--- config.mk ---
export PLATFORM = sky130hd
export DESIGN_NAME = io_counter_monitor
export DESIGN_NICKNAME = d
export VERILOG_FILES = /design/src/rtl/io_counter_monitor.sv
export SDC_FILE = /design/constraint.sdc
export NUM_CORES = 1
export LEC_CHECK = 0
export CORE_MARGIN = 2
export CORE_UTILIZATION = 57
export CTS_CLUSTER_DIAMETER = 40
export DETAILED_ROUTE_END_ITERATION = 8
export PLACE_DENSITY_LB_ADDON = 0.3
export RECOVER_POWER = 25
export SLEW_MARGIN = 15
export SYNTH_ARGS = -nofsm -noshare
export SYNTH_HDL_FRONTEND = slang
export SYNTH_SLANG_ARGS = --single-unit
export TNS_END_PERCENT = 1
--- constraint.sdc ---
create_clock -name wb_clk_i -period 6.45 [get_ports wb_clk_i]
set_input_delay 1.29 -clock wb_clk_i [delete_from_list [all_inputs] [get_ports wb_clk_i]]
set_output_delay 1.29 -clock wb_clk_i [all_outputs]
set_load 0.005 [all_outputs]
--- src/rtl/io_counter_monitor.sv ---
`timescale 1ns/1ps
// io_counter_monitor
// Watches a binary counter arriving on io_in. The raw pins are synchronized,
// and a stability filter removes glitches. Each value the filter accepts is
// checked against the previous value + 1 (mod 2^WIDTH). The block counts
// correct steps and bad steps, reports lock status, and raises a sticky
// interrupt.
// Optional build macro: COUNTER_MON_STALL_DETECT_EN adds the inactivity
// timer and the STALLED state. Without it, LOCKED never times out.
module io_counter_monitor #(
  parameter int WIDTH         = 4,
  parameter int STABLE_CYCLES = 3,
  parameter int TIMEOUT       = 1024,
  parameter int CNT_W         = 16
) (
  input  logic             wb_clk_i,
  input  logic             wb_rst_n_i,
  input  logic             en_i,
  input  logic             clr_i,
  input  logic [WIDTH-1:0] io_in,
  output logic [WIDTH-1:0] io_oeb,
  output logic [WIDTH-1:0] value_o,
  output logic             valid_o,
  output logic [CNT_W-1:0] inc_count_o,
  output logic [CNT_W-1:0] err_count_o,
  output logic             locked_o,
  output logic             irq_o
);

  localparam int SW = $clog2(STABLE_CYCLES + 1);
  localparam logic [SW-1:0]    STAB_MAX = SW'(STABLE_CYCLES);
  localparam logic [SW-1:0]    STAB_ONE = SW'(1);
  localparam logic [CNT_W-1:0] CNT_MAX  = {CNT_W{1'b1}};
  localparam logic [CNT_W-1:0] CNT_ONE  = CNT_W'(1);

`ifdef COUNTER_MON_STALL_DETECT_EN
  localparam int TW = $clog2(TIMEOUT + 1);
  localparam logic [TW-1:0] TMO_LAST = TW'(TIMEOUT - 1);
  localparam logic [TW-1:0] TMO_ONE  = TW'(1);

  typedef enum logic [1:0] {
    ST_IDLE    = 2'd0,
    ST_ACQUIRE = 2'd1,
    ST_LOCKED  = 2'd2,
    ST_STALLED = 2'd3
  } state_t;

  logic [TW-1:0] r_timer;
`else
  typedef enum logic [1:0] {
    ST_IDLE    = 2'd0,
    ST_ACQUIRE = 2'd1,
    ST_LOCKED  = 2'd2
  } state_t;

  // The timeout has no meaning without stall detection; it is only tied off here.
  logic [31:0] w_unused_timeout;
  assign w_unused_timeout = 32'(TIMEOUT);
`endif

  state_t r_state;
  state_t w_state_nxt;

  logic [WIDTH-1:0] r_s1;
  logic [WIDTH-1:0] r_s2;
  logic [WIDTH-1:0] r_cand;
  logic [SW-1:0]    r_stab;
  logic             r_fired;
  logic [WIDTH-1:0] r_value;
  logic             r_valid;
  logic [CNT_W-1:0] r_inc;
  logic [CNT_W-1:0] r_err;
  logic             r_locked;
  logic             r_irq;

  logic             w_stab_hit;
  logic [WIDTH-1:0] w_value_inc;
  logic             w_load;
  logic             w_inc_evt;
  logic             w_err_evt;
  logic             w_stall_evt;

  // The pads are always inputs.
  assign io_oeb = {WIDTH{1'b1}};

  assign value_o     = r_value;
  assign valid_o     = r_valid;
  assign inc_count_o = r_inc;
  assign err_count_o = r_err;
  assign locked_o    = r_locked;
  assign irq_o       = r_irq;

  // The candidate fires once, on the first cycle that its stability count is full.
  assign w_stab_hit  = en_i && (r_stab == STAB_MAX) && !r_fired;
  assign w_value_inc = r_value + WIDTH'(1);

  // Two-flop synchronizer on the raw pins.
  always_ff @(posedge wb_clk_i or negedge wb_rst_n_i) begin
    if (!wb_rst_n_i) begin
      r_s1 <= {WIDTH{1'b0}};
      r_s2 <= {WIDTH{1'b0}};
    end else begin
      r_s1 <= io_in;
      r_s2 <= r_s1;
    end
  end

  // Stability filter: count consecutive identical synchronized samples.
  always_ff @(posedge wb_clk_i or negedge wb_rst_n_i) begin
    if (!wb_rst_n_i) begin
      r_cand  <= {WIDTH{1'b0}};
      r_stab  <= {SW{1'b0}};
      r_fired <= 1'b0;
    end else if (!en_i) begin
      r_cand  <= {WIDTH{1'b0}};
      r_stab  <= {SW{1'b0}};
      r_fired <= 1'b0;
    end else if (r_s2 != r_cand) begin
      r_cand  <= r_s2;
      r_stab  <= STAB_ONE;
      r_fired <= 1'b0;
    end else begin
      if (r_stab < STAB_MAX) begin
        r_stab <= r_stab + STAB_ONE;
      end
      if (w_stab_hit) begin
        r_fired <= 1'b1;
      end
    end
  end

  // FSM state register.
  always_ff @(posedge wb_clk_i or negedge wb_rst_n_i) begin
    if (!wb_rst_n_i) begin
      r_state <= ST_IDLE;
    end else begin
      r_state <= w_state_nxt;
    end
  end

  // Next-state and event decode. Every event is held off while disabled.
  always_comb begin
    w_state_nxt = r_state;
    w_load      = 1'b0;
    w_inc_evt   = 1'b0;
    w_err_evt   = 1'b0;
    w_stall_evt = 1'b0;
    if (!en_i) begin
      w_state_nxt = ST_IDLE;
    end else begin
      case (r_state)
        ST_IDLE: begin
          w_state_nxt = ST_ACQUIRE;
        end
        ST_ACQUIRE: begin
          if (w_stab_hit) begin
            w_load      = 1'b1;
            w_state_nxt = ST_LOCKED;
          end else begin
            w_state_nxt = ST_ACQUIRE;
          end
        end
        ST_LOCKED: begin
          if (w_stab_hit && (r_cand != r_value)) begin
            w_load      = 1'b1;
            w_state_nxt = ST_LOCKED;
            if (r_cand == w_value_inc) begin
              w_inc_evt = 1'b1;
            end else begin
              w_err_evt = 1'b1;
            end
          end
`ifdef COUNTER_MON_STALL_DETECT_EN
          else if (r_timer == TMO_LAST) begin
            w_stall_evt = 1'b1;
            w_state_nxt = ST_STALLED;
          end
`endif
          else begin
            w_state_nxt = ST_LOCKED;
          end
        end
`ifdef COUNTER_MON_STALL_DETECT_EN
        ST_STALLED: begin
          if (w_stab_hit) begin
            w_load      = 1'b1;
            w_state_nxt = ST_LOCKED;
          end else begin
            w_state_nxt = ST_STALLED;
          end
        end
`endif
        default: begin
          w_state_nxt = ST_IDLE;
        end
      endcase
    end
  end

`ifdef COUNTER_MON_STALL_DETECT_EN
  // Inactivity timer. It runs only while LOCKED persists with no accepted value.
  always_ff @(posedge wb_clk_i or negedge wb_rst_n_i) begin
    if (!wb_rst_n_i) begin
      r_timer <= {TW{1'b0}};
    end else if ((r_state == ST_LOCKED) && (w_state_nxt == ST_LOCKED) && !w_load) begin
      r_timer <= r_timer + TMO_ONE;
    end else begin
      r_timer <= {TW{1'b0}};
    end
  end
`endif

  // Accepted value, valid pulse and lock flag.
  always_ff @(posedge wb_clk_i or negedge wb_rst_n_i) begin
    if (!wb_rst_n_i) begin
      r_value  <= {WIDTH{1'b0}};
      r_valid  <= 1'b0;
      r_locked <= 1'b0;
    end else begin
      r_valid  <= w_load;
      r_locked <= (w_state_nxt == ST_LOCKED);
      if (w_load) begin
        r_value <= r_cand;
      end
    end
  end

  // Saturating step counters. A clear wins over a same-cycle event.
  always_ff @(posedge wb_clk_i or negedge wb_rst_n_i) begin
    if (!wb_rst_n_i) begin
      r_inc <= {CNT_W{1'b0}};
      r_err <= {CNT_W{1'b0}};
    end else if (clr_i) begin
      r_inc <= {CNT_W{1'b0}};
      r_err <= {CNT_W{1'b0}};
    end else begin
      if (w_inc_evt && (r_inc != CNT_MAX)) begin
        r_inc <= r_inc + CNT_ONE;
      end
      if (w_err_evt && (r_err != CNT_MAX)) begin
        r_err <= r_err + CNT_ONE;
      end
    end
  end

  // Sticky interrupt on a step error or a stall. A clear wins over a same-cycle set.
  always_ff @(posedge wb_clk_i or negedge wb_rst_n_i) begin
    if (!wb_rst_n_i) begin
      r_irq <= 1'b0;
    end else if (clr_i) begin
      r_irq <= 1'b0;
    end else if (w_err_evt || w_stall_evt) begin
      r_irq <= 1'b1;
    end
  end

endmodule

# Word-level counts from Yosys, hierarchy flattened
# Cells that the tools add are included.
# classes
n_mux	29
add_sub_neg	4
magnitude_cmp	1
reduce_logical	10
n_eq_ne	12
# ops
cell	count
$mux W16	4
$add A16 B1 Y16 const B	2
$ne A16 B16 Y1 const B	2
$mux W1	16
$mux W2	5
$mux W4	2
$ne A4 B4 Y1	2
$eq A2 B2 Y1 const B	3
$ne A3 B1 Y1 const B	2
$pmux W2 S3	1
$reduce_bool A2 Y1	3
$logic_and A1 B1 Y1	5
$add A4 B1 Y4 const B	1
$eq A4 B4 Y1	1
$add A2 B1 Y2 const B	1
$eq A2 B1 Y1 const B	1
$logic_not A2 Y1	1
$lt A2 B2 Y1 const B	1
$ne A2 B1 Y1 const B	1
$pmux W1 S2	1
$logic_not A1 Y1	1
# word_totals
word_cells	68
input_bits	8
regBits	56
output_inout_bits	43

# Longest topological paths before layout
# Gate-level depths: netlist (run 1).
# logic_depth
word_depth	10
depth_mapped	8
ltp_nobuf	7

# Worst setup path before layout (run 1)
# Ideal clock, no wire load.
# synth_timing
path_kind	input to register
from	input port en_i
to	register r_err[9], in the netlist err_count_o[9]
path_buffers	1
required_ns	6.372
path_slack_ns	3.772
cell_stages	6
t_arrival_ns	2.600
setup_ns	0.078
path_cell_list	and4b_1 o41ai_1 a211o_1 buf_6 or4_1 a21oi_1
# synth_between
elab_chain_cells	8
# synth_rtl
item	line	text
start, declared	18	input logic en_i,
$logic_and A1 B1 Y1 (2 in series)	94	assign w_stab_hit = en_i && (r_stab == STAB_MAX) && !r_fired;
$logic_and A1 B1 Y1	164	if (w_stab_hit && (r_cand != r_value)) begin
$mux W1	164	
$mux W1	151	case (r_state)
$mux W1 *	148	if (!en_i) begin
$logic_and A1 B1 Y1 *	240	if (w_err_evt && (r_err != CNT_MAX)) begin
$reduce_bool A2 Y1 (no line) *	-	
end signal, assigned	232	r_err <= {CNT_W{1'b0}};
end signal, assigned	235	r_err <= {CNT_W{1'b0}};
end signal, assigned	241	r_err <= r_err + CNT_ONE;
end, declared	72	logic [CNT_W-1:0] r_err;
# Every way passes the cells marked *; elsewhere a longest branch is shown, timed or not.
# A chain may end at the register's enable or synchronous reset.

==> impl_metrics.yaml, run 1 <==
outcome:
  outcome: "complete, but fails checks"
  violations: "capacitance limit, slew limit"
finish:
  nets: 346
  multiInputGateArea_mm2: 0.00142
  num_antenna_cells: 0
  layout_commonest_cell: "dfrtp_1"
  regArea_mm2: 0.00140
  layout-drive-gt1-share_pct: 7.85
  area_growth_pct: 19.4
  nFillCells: 393
  mostFrequentLayoutCells: "dfrtp_1 (56), clkdlybuf4s50_1 (41), a21oi_1 (25)"
setup_path:
  critPathMaxStageDelay_ns: 2.11
  worstPathMaxFanout: 56
  critPathBufInv: 2
  crit_type: "in -> async"
  worstPathRequired_ns: 6.22
  cpLargestDelayFamily: "buffers and inverters"
  worstPathArrival_ns: 3.50
  worstSetupStartpointType: "input port"
  crit_path_end_kind: "asynchronous set/reset pin"
  cp_slowest_cell: "clkbuf_1"
  path_cells: "buf_2, clkbuf_1"
timing:
  max_freq_mhz: 268
  worstMarginPinSlew_ns: 3.00
  final-setup-viol-count: 0
  fin_tns_setup_ns: 0
  slew_headroom_pct: -99.7
  finalCritPeriodShare_pct: 57.8
  rsz0062_at_grt: "no"
  hold_viol: 0
  min_period_ns: 3.73
  maxSlewViolCount: 57
  skew_ns: 0.0137
  whs_ns: 0.356
synthesis:
  ys_ff_latch: 56
  ys_seq_area_share_pct: 47.8
  ys_warn_count: 0
  ys.flop_type: "dfrtp_1"
  syn_area_mm2: 0.00293
  synth_cell_types: 44
  synth_edf_count: 0
  avgSynthCellArea_um2: 10.2
  async_flop_share_pct: 100
  synthCells: 287
worst_hold_path:
  hp-class: "reg -> reg"
die:
  fp-row-count: 26
  dieHeight_um: 75.7
  core_area_mm2: 0.00504
  pin_count: 51
  dieArea_mm2: 0.00573
  initial_core_util_pct: 58.1
  die_w_um: 75.7
clocking:
  clk_root_buffer_cell: "clkbuf_8"
  clkSinkCount: 56
  clkLatencyLatePin_ns: 0.32
  postCtsHoldBufs: 0
  cts_buffers: 5
  post_cts_resized: 0
  path_clk_slew_ns: 0.10
  cts_tree: "built"
  cts_max_path_buffers: 2
  htreeDepth: 2
  post-cts-setup-buffers: 0
placement:
  place.gp.congestion: 0.812
  port_buffers: 46
  dp_hpwl_um: 3980
flow_run:
  maxCapViolations: 1
grt:
  grt_max_degree: 57
  grtUsageTotal_pct: 21.5
  grt_pass1_wl_um: 9480
  gr-total-overflow: 0
  grt_pass1_vias: 2151
  antenna_found_initial: 0
power_and_ir_drop:
  ir_worst_vdd_uv: 111
  powerDensity_mw_per_mm2: 167
  leakage_nw: 1.39
drt:
  routedWlPerCell_um: 14.8
  drtIter0Drc: 105
  wirelength_um: 5920
  num_vias: 2348
  antenna_left: 0
  drc: 0
  drtPass1Iterations: 4
  via_per_inst: 5.86
==> sequential cells by signal, indices dropped and copies added, names as in the netlist <==
name and flops:
r_s1 4, r_s2 4, valid_o 1, r_state 2, value_o 4, err_count_o 16
r_fired 1, r_cand 4, r_stab 2, irq_o 1, locked_o 1, inc_count_o 16
==> cells by family (layout without fill, tap and decap cells) <==
| family | after synthesis | in the layout | synth area share [%] |
|---|---|---|---|
| buffers and inverters | 24 | 65 | 4.14 |
| other | 1 | 4 | 0.128 |
| AO/OA/AOI/OAI | 54 | 54 | 11.7 |
| AND/OR/NAND/NOR | 117 | 117 | 23.3 |
| XOR/XNOR | 13 | 13 | 4.35 |
| flip-flops | 56 | 56 | 47.8 |
| multiplexers | 14 | 14 | 5.25 |
| adder cells (fa/ha/maj) | 8 | 8 | 3.41 |
==> per-stage QoR <==
stage / power [mW] / std cells / cell area, um^2 / setup WS [ns] / utilization, %
floorplan: 0.383 / 290 / 2940 / 3.77 / -
global placement: 0.397 / 393 / 3410 / 2.84 / 67.7
detailed placement: 0.398 / 393 / 3410 / 2.75 / 67.7
CTS: 0.589 / 401 / 3500 / 3.08 / 69.5
global route: 0.605 / 401 / 3500 / 2.14 / 69.4
finish: 0.586 / 401 / 3500 / 2.72 / 69.4
==> Yosys cell counts (6+ instances only) <==
cell type | instances | share of area (%)
or3_1 | 6 | 1.3
ha_1 | 8 | 3.4
nor4_1 | 6 | 1.3
inv_1 | 9 | 1.2
nand2_1 | 13 | 1.7
clkbuf_1 | 8 | 1.0
a21oi_1 | 25 | 4.3
nor2_1 | 18 | 2.3
mux2_2 | 11 | 4.2
nand4_1 | 9 | 1.9
and2_1 | 7 | 1.5
xor2_1 | 10 | 3.0
o31ai_1 | 16 | 4.1
nand3_1 | 14 | 2.4
dfrtp_1 | 56 | 48
or4_1 | 13 | 3.3
nor2b_1 | 8 | 1.7
==> power by group <==
part           total [mW]  leakage, nW  internal (mW)  switching (mW)
Clock               0.196       0.0414         0.0776           0.118
Combinational      0.0297        0.595         0.0110          0.0186
Sequential          0.361        0.756          0.356         0.00455
Total               0.586         1.39          0.445           0.141
==> metal layers <==
metal  share of wire, %  up-vias  wire (um)  GRT usage, %
met1                 46     1149       2700          27.7
met2                 49       54       2880          35.9
met4                1.9        0        114          7.99
met5                  0        -          0             0
li1                   -     1134          -             -
met3                3.7       11        218          4.23
==> final timing paths <==
path / start / to / slack (ns) / depth (start not counted)
max: wb_rst_n_i / err_count_o[1] / 2.72 / 2
min: r_s1[2] / r_s2[2] / 0.36 / 0
max reg2reg: value_o[1] / inc_count_o[13] / 3.73 / 6
min reg2reg: r_s1[2] / r_s2[2] / 0.36 / 0
max in group wb_clk_i: en_i / inc_count_o[13] / 3.06 / 5
min in group asynchronous: wb_rst_n_i / locked_o / 2.03 / 2
==> final cells by class <==
cell class	count	area share (%)
clock buffer	6	2.07
clock inverter	2	0.465
inverter	9	0.965
multi-input combinational	210	40.6
sequential	56	40.0
tap	70	2.50
timing repair buffer	48	13.3
No activity file was read; power rests on OpenSTA's default activity.
==> run 2: changes to the inputs <==
Settings changed: CORE_UTILIZATION 57 to 48.
Clock period 6.45 ns to 3.4 ns, I/O delays scaled along.
==> impl_metrics.yaml, run 2 (synthesis results as in run 1) <==
setup_path:
  cp_slowest_cell: "dlygate4sd3_1"
  critPathBufInv: 1
  worstPathRequired_ns: 3.65
  path_cells: "dlygate4sd3_1, and4b_1, o41ai_1, a211o_1, or4_1, a21oi_1"
  worstPathArrival_ns: 2.99
  worstPathMaxFanout: 14
  crit_path_end_kind: "register"
  crit_type: "in -> reg"
  worstSetupStartpointType: "input port"
  cpLargestDelayFamily: "simple AND/OR/NAND/NOR gates"
  critPathMaxStageDelay_ns: 0.69
clocking:
  post-cts-setup-buffers: 0
  clk_root_buffer_cell: "clkbuf_8"
  clkSinkCount: 56
  cts_buffers: 5
  post_cts_resized: 0
  postCtsHoldBufs: 0
  clkLatencyLatePin_ns: 0.32
  htreeDepth: 2
  cts_max_path_buffers: 2
  cts_tree: "built"
  path_clk_slew_ns: 0.11
power_and_ir_drop:
  p_switching_mw: 0.291
  combPwrFrac_pct: 5.0
  leakage_nw: 1.42
  powerDensity_mw_per_mm2: 323
  power.internal_mw: 0.854
  pwr-share-seq_pct: 59.7
  ir_worst_vdd_uv: 203
  clkPwrFrac_pct: 35.3
  swShare_pct: 25.4
flow_run:
  maxCapViolations: 0
timing:
  slew_headroom_pct: 2.96
  final-setup-viol-count: 0
  skew_ns: 0.00560
  hold_viol: 0
  finalCritPeriodShare_pct: 80.3
  fin_tns_setup_ns: 0
  worstMarginPinSlew_ns: 1.46
  min_period_ns: 2.73
  rsz0062_at_grt: "no"
  maxSlewViolCount: 0
  max_freq_mhz: 366
finish:
  mostFrequentLayoutCells: "dfrtp_1 (56), clkdlybuf4s50_1 (40), a21oi_1 (25)"
  area_growth_pct: 20.7
  finalInstanceArea_mm2: 0.00354
  nFillCells: 528
  num_antenna_cells: 0
  nets: 349
  layout-drive-gt1-share_pct: 8.68
  layout_commonest_cell: "dfrtp_1"
drt:
  antenna_left: 0
  num_vias: 2359
  wirelength_um: 6080
  routedWlPerCell_um: 14.9
  drtPass1Iterations: 4
  drc: 0
  via_per_inst: 5.77
  drtIter0Drc: 84
grt:
  grt_max_degree: 31
  grt_pass1_vias: 2270
  grt_pass1_wl_um: 10600
  antenna_found_initial: 0
  gr-total-overflow: 0
  grtUsageTotal_pct: 20.1
placement:
  dpl-instance-area_mm2: 0.00344
  dp_hpwl_um: 4280
  port_buffers: 46
  place.gp.congestion: 0.794
die:
  dieHeight_um: 82.2
  core_area_mm2: 0.00592
  initial_core_util_pct: 49.5
  die_w_um: 82.2
  dieArea_mm2: 0.00675
  fp-row-count: 28
  pin_count: 51
outcome:
  outcome: "completed"
worst_hold_path:
  hp-class: "reg -> reg"
==> run 2: cell count changes in the layout (fill, tap and decap cells not counted), sizes merged <==
cell / change
buf: +3
clkbuf: -1
clkdlybuf4s50: -1
clkinv: -1
clkinvlp: -1
dlygate4sd3: +1
inv: +3
==> run 2: per-layer routing <==
layer / GRT usage (%) / routed length [um] / up-vias
met5: 0 / 0 / -
met3: 3.91 / 243 / 10
met1: 25.6 / 2760 / 1156
met2: 34.6 / 2990 / 55
li1: - / - / 1138
met4: 6.17 / 81 / 0
==> run 2: metrics by stage <==
stage	utilization [%]	instances	power [mW]	setup WS, ns	hold WS [ns]
finish	59.8	409	1.14	0.668	0.360
global route	59.8	409	1.19	0.513	0.381
CTS	59.8	409	1.16	0.746	0.364
detailed placement	58.1	401	0.756	0.407	0.336
global placement	58.1	401	0.754	0.464	0.334
floorplan	-	290	0.727	1.21	0.331
==> run 2: path summary, 6_finish.rpt <==
kind / from / end / slack (ns) / cells after the start
setup / recovery: en_i / err_count_o[14] / 0.67 / 6
hold / removal: r_s1[0] / r_s2[0] / 0.36 / 0
setup reg to reg: r_stab[0] / err_count_o[14] / 1.07 / 6
hold reg to reg: r_s1[0] / r_s2[0] / 0.36 / 0
max in group asynchronous: wb_rst_n_i / inc_count_o[5] / 1.61 / 2
min in group asynchronous: wb_rst_n_i / locked_o / 0.68 / 1
==> run 2: power groups by stage <==
stage | logic, mW | registers [mW] | clock network (mW)
floorplan | 0.0323 | 0.695 | 0
global placement | 0.0579 | 0.696 | 0
detailed placement | 0.0599 | 0.697 | 0
CTS | 0.0600 | 0.684 | 0.415
global route | 0.0660 | 0.685 | 0.441
finish | 0.0569 | 0.684 | 0.404
==> run 2: final cells by class <==
cell class / instances / area, um^2 / area share [%]
multi-input combinational: 210 / 1420 / 40.1
sequential: 56 / 1400 / 39.6
timing repair buffer: 51 / 492 / 13.9
tap: 75 / 93.8 / 2.65
clock buffer: 5 / 68.8 / 1.94
inverter: 9 / 33.8 / 0.955
clock inverter: 3 / 28.8 / 0.813
